==> config.mk <==
export PLATFORM = sky130hd
export DESIGN_NAME = ip_dram_arbiter
export DESIGN_NICKNAME = d
export VERILOG_FILES = /design/src/rtl/ip_dram_arbiter_pkg.sv /design/src/rtl/ip_dram_tag_fifo.sv /design/src/rtl/ip_dram_arbiter.sv
export SDC_FILE = /design/constraint.sdc
export NUM_CORES = 1
export LEC_CHECK = 0
export CORE_AREA = 8 8 345 347
export DETAILED_ROUTE_END_ITERATION = 8
export DIE_AREA = 0 0 353 355
export DONT_BUFFER_PORTS = 1
export GPL_TIMING_DRIVEN = 1
export PLACE_DENSITY = 0.35
export RECOVER_POWER = 25
export SKIP_LAST_GASP = 1
export SLEW_MARGIN = 20
export SYNTH_ARGS = -nofsm -noshare
export SYNTH_HDL_FRONTEND = slang
export SYNTH_SLANG_ARGS = --single-unit
==> constraint.sdc <==
create_clock -name clk -period 16.3 [get_ports clk]
set_input_delay 4.89 -clock clk [delete_from_list [all_inputs] [get_ports clk]]
set_output_delay 4.89 -clock clk [all_outputs]
set_load 0.02 [all_outputs]
==> src/rtl/ip_dram_arbiter_pkg.sv <==
// Shared encodings and bus widths for the two-port DDR3 command arbiter.
package ip_dram_arbiter_pkg;

    // Arbiter state encoding (kept as plain constants for legacy tools)
    localparam logic [0:0] ST_IDLE  = 1'b0;
    localparam logic [0:0] ST_ISSUE = 1'b1;

    localparam int DRAM_ADDR_W = 27;
    localparam int DRAM_DATA_W = 128;
    localparam int DRAM_MASK_W = 16;

    // One command as presented to the controller bus
    typedef struct packed {
        logic [DRAM_ADDR_W-1:0] address;
        logic                   write;
        logic [DRAM_DATA_W-1:0] wdata;
        logic [DRAM_MASK_W-1:0] mask;
    } dram_cmd_t;

endpackage

==> src/rtl/ip_dram_tag_fifo.sv <==
// In-order FIFO of 1-bit port ids, one entry per read still awaiting data.
// Push while full and pop while empty are ignored; the arbiter never grants
// a read into a full FIFO and flags pops on an empty one itself.
module ip_dram_tag_fifo
    import ip_dram_arbiter_pkg::*;
#(
    parameter int TAG_DEPTH = 4
) (
    input  logic clk,
    input  logic reset,
    input  logic push,
    input  logic push_id,
    input  logic pop,
    output logic pop_id,
    output logic full,
    output logic empty
);

    localparam int PTR_W = $clog2(TAG_DEPTH);
    localparam int CNT_W = PTR_W + 1;

    logic [TAG_DEPTH-1:0] mem;
    logic [PTR_W-1:0]     wr_ptr;
    logic [PTR_W-1:0]     rd_ptr;
    logic [CNT_W-1:0]     count;
    logic                 do_push;
    logic                 do_pop;

    assign full    = (count == CNT_W'(TAG_DEPTH));
    assign empty   = (count == '0);
    assign do_push = push & ~full;
    assign do_pop  = pop & ~empty;
    assign pop_id  = mem[rd_ptr];

    // Ring buffer pointers and occupancy; simultaneous push/pop leaves count unchanged
    always_ff @(posedge clk or posedge reset) begin
        if (reset) begin
            mem    <= '0;
            wr_ptr <= '0;
            rd_ptr <= '0;
            count  <= '0;
        end else begin
            if (do_push) begin
                mem[wr_ptr] <= push_id;
                wr_ptr      <= wr_ptr + 1'b1;
            end
            if (do_pop) rd_ptr <= rd_ptr + 1'b1;
            case ({do_push, do_pop})
                2'b10:   count <= count + 1'b1;
                2'b01:   count <= count - 1'b1;
                default: count <= count;
            endcase
        end
    end

endmodule

==> src/rtl/ip_dram_arbiter.sv <==
// Two-port arbiter in front of the DDR3 controller command bus.
// Port 0 wins ties unless DRAM_ARB_ROUND_ROBIN_EN is defined, in which case
// ties alternate starting with port 0. Read data is steered back to the
// issuing port using an in-order tag FIFO.
module ip_dram_arbiter
    import ip_dram_arbiter_pkg::*;
#(
    parameter int TAG_DEPTH = 4
) (
    input  logic                   clk,
    input  logic                   reset,
    input  logic                   sdram_init_busy,
    input  logic [DRAM_ADDR_W-1:0] p0_address,
    input  logic                   p0_write,
    input  logic                   p0_valid,
    output logic                   p0_ready,
    input  logic [DRAM_DATA_W-1:0] p0_wdata,
    input  logic [DRAM_MASK_W-1:0] p0_wdata_mask,
    output logic [DRAM_DATA_W-1:0] p0_rdata,
    output logic                   p0_rdata_en,
    input  logic [DRAM_ADDR_W-1:0] p1_address,
    input  logic                   p1_write,
    input  logic                   p1_valid,
    output logic                   p1_ready,
    input  logic [DRAM_DATA_W-1:0] p1_wdata,
    input  logic [DRAM_MASK_W-1:0] p1_wdata_mask,
    output logic [DRAM_DATA_W-1:0] p1_rdata,
    output logic                   p1_rdata_en,
    output logic [DRAM_ADDR_W-1:0] dram_address,
    output logic                   dram_write,
    output logic                   dram_valid,
    output logic [DRAM_DATA_W-1:0] dram_wdata,
    output logic [DRAM_MASK_W-1:0] dram_wdata_mask,
    input  logic                   dram_ready,
    input  logic [DRAM_DATA_W-1:0] dram_rdata,
    input  logic                   dram_rdata_en,
    output logic                   tag_error
);

    logic [0:0] state;
    logic       grant;
    logic [1:0] elig;
    logic       sel;
    logic       accept;
    logic       rd_hit;
    logic       tag_full;
    logic       tag_empty;
    logic       tag_id;
    dram_cmd_t  cmd_mux;
`ifdef DRAM_ARB_ROUND_ROBIN_EN
    logic       rr_last;
`endif

    // A read needs a free tag slot; writes never wait on the FIFO
    assign elig     = {p1_valid, p0_valid} & ({p1_write, p0_write} | {2{~tag_full}});
    assign accept   = (state == ST_ISSUE) & dram_ready;
    assign p0_ready = accept & ~grant;
    assign p1_ready = accept & grant;
    assign dram_valid = (state == ST_ISSUE);
    assign rd_hit   = dram_rdata_en & ~tag_empty;
    assign cmd_mux  = sel ? {p1_address, p1_write, p1_wdata, p1_wdata_mask}
                          : {p0_address, p0_write, p0_wdata, p0_wdata_mask};

    // Pick the winning port; only a tie consults the priority rule
    always_comb begin
        sel = ~elig[0];
        if (&elig) begin
`ifdef DRAM_ARB_ROUND_ROBIN_EN
            sel = ~rr_last;
`else
            sel = 1'b0;
`endif
        end
    end

`ifdef DRAM_ARB_ROUND_ROBIN_EN
    // Remember the last accepted port so the next tie goes the other way
    always_ff @(posedge clk or posedge reset) begin
        if (reset)       rr_last <= 1'b1;
        else if (accept) rr_last <= grant;
    end
`endif

    // Latch the winner's command in IDLE, hold it on the bus until the controller takes it
    always_ff @(posedge clk or posedge reset) begin
        if (reset) begin
            state           <= ST_IDLE;
            grant           <= 1'b0;
            dram_address    <= '0;
            dram_write      <= 1'b0;
            dram_wdata      <= '0;
            dram_wdata_mask <= '0;
        end else begin
            case (state)
                ST_IDLE: begin
                    if (~sdram_init_busy && (|elig)) begin
                        state           <= ST_ISSUE;
                        grant           <= sel;
                        dram_address    <= cmd_mux.address;
                        dram_write      <= cmd_mux.write;
                        dram_wdata      <= cmd_mux.wdata;
                        dram_wdata_mask <= cmd_mux.mask;
                    end
                end
                default: begin
                    if (dram_ready) state <= ST_IDLE;
                end
            endcase
        end
    end

    // Steer returning read data to the port at the FIFO head; a strobe with no owner is an error
    always_ff @(posedge clk or posedge reset) begin
        if (reset) begin
            p0_rdata_en <= 1'b0;
            p1_rdata_en <= 1'b0;
            p0_rdata    <= '0;
            p1_rdata    <= '0;
            tag_error   <= 1'b0;
        end else begin
            p0_rdata_en <= rd_hit & ~tag_id;
            p1_rdata_en <= rd_hit & tag_id;
            p0_rdata    <= (rd_hit & ~tag_id) ? dram_rdata : '0;
            p1_rdata    <= (rd_hit & tag_id)  ? dram_rdata : '0;
            if (dram_rdata_en & tag_empty) tag_error <= 1'b1;
        end
    end

    ip_dram_tag_fifo #(
        .TAG_DEPTH (TAG_DEPTH)
    ) u_tag_fifo (
        .clk     (clk),
        .reset   (reset),
        .push    (accept & ~dram_write),
        .push_id (grant),
        .pop     (dram_rdata_en),
        .pop_id  (tag_id),
        .full    (tag_full),
        .empty   (tag_empty)
    );

endmodule

# == Word level (Yosys, flattened, before mapping) ==
# Index checks and enable logic that the tools add are counted.
# word_totals
regBits,444
input_bits,479
elab_cells,64
# op_classes
n_addsub,4
magnitude_cmp,3
n_eq_ne,3
n_mux,13
bitwise,19
reduce_logical,7
# ops
operator,count
2-to-1 mux 128 bit,2
2-to-1 mux 172 bit,1
AND 1 bit,9
inverter 1 bit,8
< comparator 2 x 3 -> 1 bit (second input constant),2
2-to-1 mux 1 bit,6
one-hot mux 3 bit (2 select lines),1
adder 2 x 1 -> 2 bit (second input constant),2
bitwise mux 4 bit,1
AND reduction 2 bit,2
adder 3 x 1 -> 3 bit (second input constant),1
== test 3 bit (second input constant),1
logical NOT 3 bit,1
subtractor 3 x 1 -> 3 bit (second input constant),1
AND 2 bit,1
binary-select mux 1 bit (select 2 bit),1
demux 1 bit (select 2 bit),1
== test 2 x 1 -> 1 bit (second input constant),1
== test 2 bit (second input constant),1
greater-or-equal comparator 2 x 1 -> 1 bit (second input constant),1
logical AND 1 bit,2
bitwise OR 2 bit,1
nonzero test 2 bit,1
OR reduction 2 bit,1

# == Longest topological paths before layout ==
# Gate-level depths: netlist (run 1).
# logic_depth
ltp_word,8
ltp_mapped,10
depth_no_buf,9

# == Cells and area by module ==
# Synthesis (run 1) repeated with hierarchy kept, for this count alone.
# hier_totals
hier_cells,1362
hier_area_um2,16893.7
# modules_own_cells
module,n_inst,cells_per_inst,area_each_um2
ip_dram_arbiter,1,1307,16284.4
ip_dram_tag_fifo,1,55,609.3

# == Least setup slack after synthesis (run 1) ==
# OpenSTA, ideal clock, no wires.
# synth_timing
path_kind,in2out
start,input dram_ready
end,output p0_ready
arrival_ns,5.258
required_time_ns,11.410
slack_ns,6.152
path_stages,2
cell_sequence,nand2_1 -> nor2_1
# synth_via
elab_chain_len,2
# synth_rtl
element,line,source
from (decl),ip_dram_arbiter.sv:34,"input logic dram_ready,"
AND 1 bit,ip_dram_arbiter.sv:56,assign accept = (state == ST_ISSUE) & dram_ready;
AND 1 bit,ip_dram_arbiter.sv:57,assign p0_ready = accept & ~grant;
to (decl),ip_dram_arbiter.sv:16,"output logic p0_ready,"
# No other way between the ends.

# == Final worst setup path (run 1) ==
# layout_timing
start,input p0_write
end,register dram_address[7]
# layout_via
elab_chain_len,5
elab_cells_between_ends,9
classes_between,mux: 2; bitwise: 3; reduce/logical: 4
# layout_rtl
element,line,source
from (decl),ip_dram_arbiter.sv:14,"input logic p0_write,"
bitwise OR 2 bit (*),ip_dram_arbiter.sv:55,"assign elig = {p1_valid, p0_valid} & ({p1_write, p0_write} | {2{~tag_full}});"
AND 2 bit (*),ip_dram_arbiter.sv:55,
AND reduction 2 bit (tied with other cells),ip_dram_arbiter.sv:67,if (&elig) begin
2-to-1 mux 1 bit / logical AND 1 bit (equally long branches),"ip_dram_arbiter.sv:67, ip_dram_arbiter.sv:96",
2-to-1 mux 172 bit / AND reduction 2 bit (equally long branches),--,
to (signal assigned),ip_dram_arbiter.sv:99,dram_address <= cmd_mux.address;
to (decl),ip_dram_arbiter.sv:29,"output logic [DRAM_ADDR_W-1:0] dram_address,"
# Mark *: on every way between the ends. The rest lies on a longest branch, timed or not.
# A chain may end at the register's enable or synchronous reset.

==> flow_summary_export.csv, run 1 <==
group,metric,value,unit
die,die_w,353,microns
synthesis,synthMuxAreaShare,0.00469,
die,ios,913,
cts,postCtsHoldBufs,0,
synthesis,synth_compound_area_frac,0.123,
status,status,"finished with violations",
timing,setup_viol,0,
cts,clock-root-buffer,"clkbuf_16",
critical_path,required,16.80,ns
timing,whs,0.504,ns
placement,hpwlAfterDp,59400,microns
timing,worstMarginPinSlew,8.10,ns
die,fp.dieH,355,microns
critical_path,critPathArrivalTime,13.05,ns
status,violations,"max-capacitance violations, max-slew violations",
drt,vias_per_cell,3.79,
final_layout,final_common_cell,"dfrtp_1",
timing,rsz0062_at_grt,"false",
global_route,grt.overflow.total,0,
pwr,leakagePower,9.72,nW
synthesis,synth_fa_ha_area_frac,0.00508,
pwr,power_density,212,mW/mm^2
drt,dr_total_vias,11021,
synthesis,synthSimpleGateAreaFrac,0.106,
cts,numCtsBuffers,52,
cts,clk_pin_slew,0.06,ns
critical_path,path_cells,"nor4b_1, nand3b_1, clkbuf_1, o22ai_1, a21oi_1",
final_layout,final_util,0.171,
drt,drc,0,
synthesis,ys_types,33,
drt,drt_wl_total,76000,microns
drt,drtPass1Iterations,5,
cts,htree_levels,2,
synthesis,ys_seq_elements,444,
die,start_util,0.143,
timing,setup_tns,0,ns
critical_path,slowest_stage,"clkbuf_1",
timing,finalHoldViolations,0,
cts,clock-sinks,444,
timing,finalMaxSlewViolations,438,
critical_path,r2r-end,"dram_address[7]",
placement,gp_congestion,0.873,
synthesis,yosysTopAreaCell,"dfrtp_1",
synthesis,synth_edf_count,0,
synthesis,synth_top_family_by_area,"compound AO/OA/AOI/OAI gates",
hold_path,hold_path_class,"flip-flop to flip-flop",
pwr,max-vdd-ir-drop,0.0000749,V
critical_path,critPathKind,"input port to flip-flop",
hold_path,hold_path_depth,1,
synthesis,synth_warnings,0,
synthesis,syn-cell-area,0.0163,sq mm
final_layout,area_delta_synth_final,19.8,%
synthesis,synth_top_cells_by_area,"dfrtp_1 68%, and3_1 9.8%, o22ai_1 6.6%",
synthesis,synth_top_area_share,0.683,
final_layout,final_nets,1829,
synthesis,synthCells,1389,
run,cap_violations,5,
cts,post_cts_buffers,0,
final_layout,layout_common_cells,"444 x dfrtp_1, 256 x and3_1, 180 x inv_1",
critical_path,crit_start,"p0_write",
critical_path,ff2ff_setup_slack,7.50,ns
timing,relSlewSlack,-4.40,
global_route,grt_pass1_wl,103000,microns
cts,clk_latency,0.63,ns
final_layout,nFillCells,12609,
synthesis,synth_flop_cell,"dfrtp_1",
final_layout,drive_gt1_frac,0.0739,
hold_path,hp-start,"u_tag_fifo.mem[2]",
global_route,first_global_vias,11714,
critical_path,critPathMaxStageDelay,5.32,ns
synthesis,syn-num-nets,1874,
cts,cts_resized,0,
critical_path,critPathLaunchType,"input port",
global_route,antenna_found_initial,31,
synthesis,synth_xor_area_frac,0.00323,
global_route,grt_max_degree,174,
critical_path,reg2reg_from,"u_tag_fifo.count[0]",
drt,dr.first_iter.drc_count,709,
critical_path,path_max_fanout,173,
placement,port-buffer-count,0,
die,rows,124,
critical_path,end_kind,"flip-flop",
die,core_region_area,0.114,sq mm
critical_path,r2r.worst_path.cells,5,
drt,wl_per_cell,26.1,microns
timing,fmax,79.7,MHz
synthesis,ys_seq_area_frac,0.683,
timing,period_share,0.770,
cts,cts_max_path_buffers,3,
die,die-area,0.125,sq mm
cts,cts_tree,"done",
global_route,track_usage,0.114,
synthesis,synth_area_per_cell,11.7,sq um
drt,ant_nets,0,
synthesis,synthArstFlopShare,1.00,
timing,fin_skew,0.0262,ns
timing,min_period,12.55,ns
hold_path,hold_end,"u_tag_fifo.mem[2]",
==> Yosys cell counts (4+ instances only) <==
library cell and number:
ha_1 5, o22ai_1 171, a21oi_1 172, buf_6 9, mux2_2 5, dfrtp_1 444, xnor2_1 4, inv_1 182
nor2_1 6, and3_1 256, buf_2 30, clkbuf_1 69, nand2_1 8
==> worst max-delay path: cells and delay by family <==
kind / cells / cell delay [ns]
buffers and inverters: 1 / 5.32
AND/OR/NAND/NOR: 2 / 0.76
AO/OA/AOI/OAI: 2 / 1.52
==> layout make-up <==
cell class                      instances  area [sq um]  area share
Inverter                              182           686      0.0352
Clock buffer                           71          1460      0.0751
Clock inverter                         20           199      0.0102
Tap cell                             1512          1890      0.0971
Antenna cell                           18          45.0     0.00231
Timing Repair Buffer                   13           119     0.00610
Multi-Input combinational cell        651          3960       0.203
Sequential cell                       444         11100       0.571
==> report_power, final <==
group | switching (W) | total (W) | internal [W]
Combinational | 0.000481 | 0.000722 | 0.000241
Sequential | 0.000787 | 0.00226 | 0.00147
Clock | 0.000480 | 0.00114 | 0.000660
==> per-stage QoR <==
step                      instance area [sq um]  setup WS [ns]  std cells  total power [W]
final                                     19500           3.75       2911          0.00412
after CTS                                 19500           5.70       2893          0.00421
after floorplan                           16300           5.41       1389          0.00263
after global routing                      19400           3.51       2896          0.00437
after detailed placement                  17800           5.70       2802          0.00304
after global placement                    17800           5.69       2802          0.00301
==> metal layers <==
| layer | global-route usage | share of wire | vias up |
|---|---|---|---|
| met4 | 0.0263 | 0.019 | 10 |
| met5 | 0 | 0.00091 | - |
| li1 | - | - | 4696 |
| met3 | 0.0673 | 0.14 | 95 |
| met2 | 0.195 | 0.50 | 677 |
| met1 | 0.121 | 0.35 | 5543 |
==> cell families after synthesis <==
family | count (synthesis)
flip-flops | 444
AO/OA/AOI/OAI | 352
buffers and inverters | 294
AND/OR/NAND/NOR | 280
multiplexers | 7
XOR/XNOR | 6
adder cells (fa/ha/maj) | 6
==> registers in the layout, summed over array words and instances (netlist names) <==
name               cells
dram_wdata           128
p0_rdata             128
p1_rdata             128
dram_address          27
dram_wdata_mask       16
u_tag_fifo.mem         4
u_tag_fifo.count       3
u_tag_fifo.rd_ptr      2
u_tag_fifo.wr_ptr      2
dram_valid             1
dram_write             1
grant                  1
p0_rdata_en            1
p1_rdata_en            1
tag_error              1
==> how the worst max path moves through the flow <==
stage                           end  slack [ns]  cells past startpoint
floorplan           dram_address[0]        5.41                      1
detailed placement         p1_ready        5.70                      2
global route         dram_wdata[10]        3.51                      5
CTS                        p1_ready        5.70                      2
global placement           p1_ready        5.69                      2
finish              dram_address[7]        3.75                      5
Power figures use the tool's default switching activity.
==> run 2: changes to the inputs <==
- PLACE_DENSITY: 0.35 -> 0.34
- clock period: 16.3 -> 12.85 ns (I/O delays scaled with it)
==> flow_summary_export.csv, run 2 (synthesized netlist as in run 1, its figures left out) <==
group,metric,value,unit
status,status,"finished with violations",
status,violations,"max-capacitance violations, max-slew violations",
global_route,antenna_found_initial,20,
die,start_util,0.143,
cts,cts_resized,0,
critical_path,required,12.87,ns
drt,dr_total_vias,10733,
critical_path,critPathMaxStageDelay,2.46,ns
die,ios,913,
global_route,first_global_vias,11698,
drt,wl_met2,36700,microns
cts,numCtsBuffers,50,
die,die-area,0.125,sq mm
timing,finalHoldViolations,0,
placement,hpwlAfterDp,56300,microns
critical_path,slowest_stage,"clkbuf_1",
run,cap_violations,5,
die,rows,124,
critical_path,path_max_fanout,130,
final_layout,layout_common_cells,"444 x dfrtp_1, 256 x and3_1, 180 x inv_1",
timing,setup_viol,0,
cts,clock-sinks,444,
pwr,power_density,268,mW/mm^2
hold_path,hold_path_class,"flip-flop to flip-flop",
timing,min_period,8.95,ns
timing,setup_tns,0,ns
cts,clk_pin_slew,0.06,ns
timing,finalMaxSlewViolations,353,
final_layout,final_common_cell,"dfrtp_1",
drt,wirelength_met1,25000,microns
final_layout,final_nets,1829,
critical_path,critPathArrivalTime,8.98,ns
critical_path,cp_top_family,"buffers and inverters",
timing,fin_skew,0.0337,ns
timing,period_share,0.697,
cts,cts_tree,"done",
critical_path,end_kind,"asynchronous set/reset pin",
final_layout,drive_gt1_frac,0.0780,
critical_path,critPathKind,"input port to asynchronous set/reset pin",
critical_path,critPathLaunchType,"input port",
die,die_w,353,microns
cts,clk_latency,0.61,ns
drt,top_layer,"met5",
drt,vias_per_cell,3.69,
global_route,grt_max_degree,174,
cts,cts_max_path_buffers,3,
timing,fmax,112,MHz
timing,relSlewSlack,-1.34,
cts,post_cts_buffers,0,
drt,ant_nets,0,
drt,dr.first_iter.drc_count,537,
drt,drt_wl_total,72400,microns
cts,clock-root-buffer,"clkbuf_16",
drt,drtPass1Iterations,5,
critical_path,path_cells,"clkinvlp_2, clkbuf_1, clkbuf_2",
cts,htree_levels,2,
final_layout,top_regs,"dram_wdata: 128 flops, p0_rdata: 128 flops, p1_rdata: 128 flops",
drt,wl_per_cell,24.9,microns
placement,gp_congestion,0.837,
pwr,max-vdd-ir-drop,0.000125,V
timing,worstMarginPinSlew,3.52,ns
drt,drc,0,
final_layout,final_util,0.172,
placement,port-buffer-count,0,
pwr,leakagePower,9.74,nW
die,fp.dieH,355,microns
global_route,track_usage,0.109,
critical_path,path_buf_inv,3,
final_layout,area_delta_synth_final,19.9,%
cts,postCtsHoldBufs,0,
timing,rsz0062_at_grt,"false",
global_route,grt_pass1_wl,99100,microns
die,core_region_area,0.114,sq mm
drt,dr_wl_met3,9450,microns
global_route,grt.overflow.total,0,
==> run 2: cell types whose count changed in the layout (fill, tap and decap cells not counted), sizes merged <==
cell,change
clkinvlp,+1
buf,+1
bufinv,+3
inv,-2
diode,-8
==> run 2: where the power goes <==
group	internal, W	switching [W]	total (W)	leakage (nW)
logic	0.000296	0.000599	0.000895	3.43
registers	0.00186	0.000985	0.00285	5.48
clock network	0.000890	0.000597	0.00149	0.840
total	0.00305	0.00218	0.00523	9.74
==> run 2: through the flow <==
step	worst slack, ns	std cells	total power (W)	hold slack [ns]	area [sq um]
5_1_grt	2.54	2899	0.00556	0.521	19500
3_5_place_dp	4.14	2804	0.00383	0.498	17800
6_report	3.90	2906	0.00523	0.507	19500
4_1_cts	4.14	2896	0.00537	0.511	19500
3_3_place_gp	4.12	2804	0.00381	0.496	17800
2_1_floorplan	2.99	1389	0.00334	0.474	16300
==> run 2: layout make-up <==
| cell class | instances | area (sq um) |
|---|---|---|
| multi-input combinational | 651 | 3970 |
| clock inverter | 22 | 253 |
| fill | 12550 | 94100 |
| sequential | 444 | 11100 |
| timing repair buffer | 15 | 111 |
| clock buffer | 70 | 1460 |
| antenna | 10 | 25.0 |
| inverter | 182 | 686 |
| tap | 1512 | 1890 |
==> run 2: final timing paths <==
kind | from | endpoint | slack, ns | cells after the start
setup / recovery | reset | p1_rdata[29] | 3.90 | 3
hold / removal | u_tag_fifo.mem[2] | u_tag_fifo.mem[2] | 0.51 | 1
setup reg to reg | u_tag_fifo.count[0] | u_tag_fifo.count[2] | 8.70 | 9
hold reg to reg | u_tag_fifo.mem[2] | u_tag_fifo.mem[2] | 0.51 | 1
max in group clk | dram_ready | p1_ready | 4.35 | 2
min in group asynchronous | reset | dram_wdata[116] | 4.47 | 2
==> run 2: layer usage <==
metal / track usage / vias up
met4: 0.0210 / 6
li1: - / 4684
met5: 0 / -
met2: 0.191 / 597
met1: 0.114 / 5364
met3: 0.0609 / 82
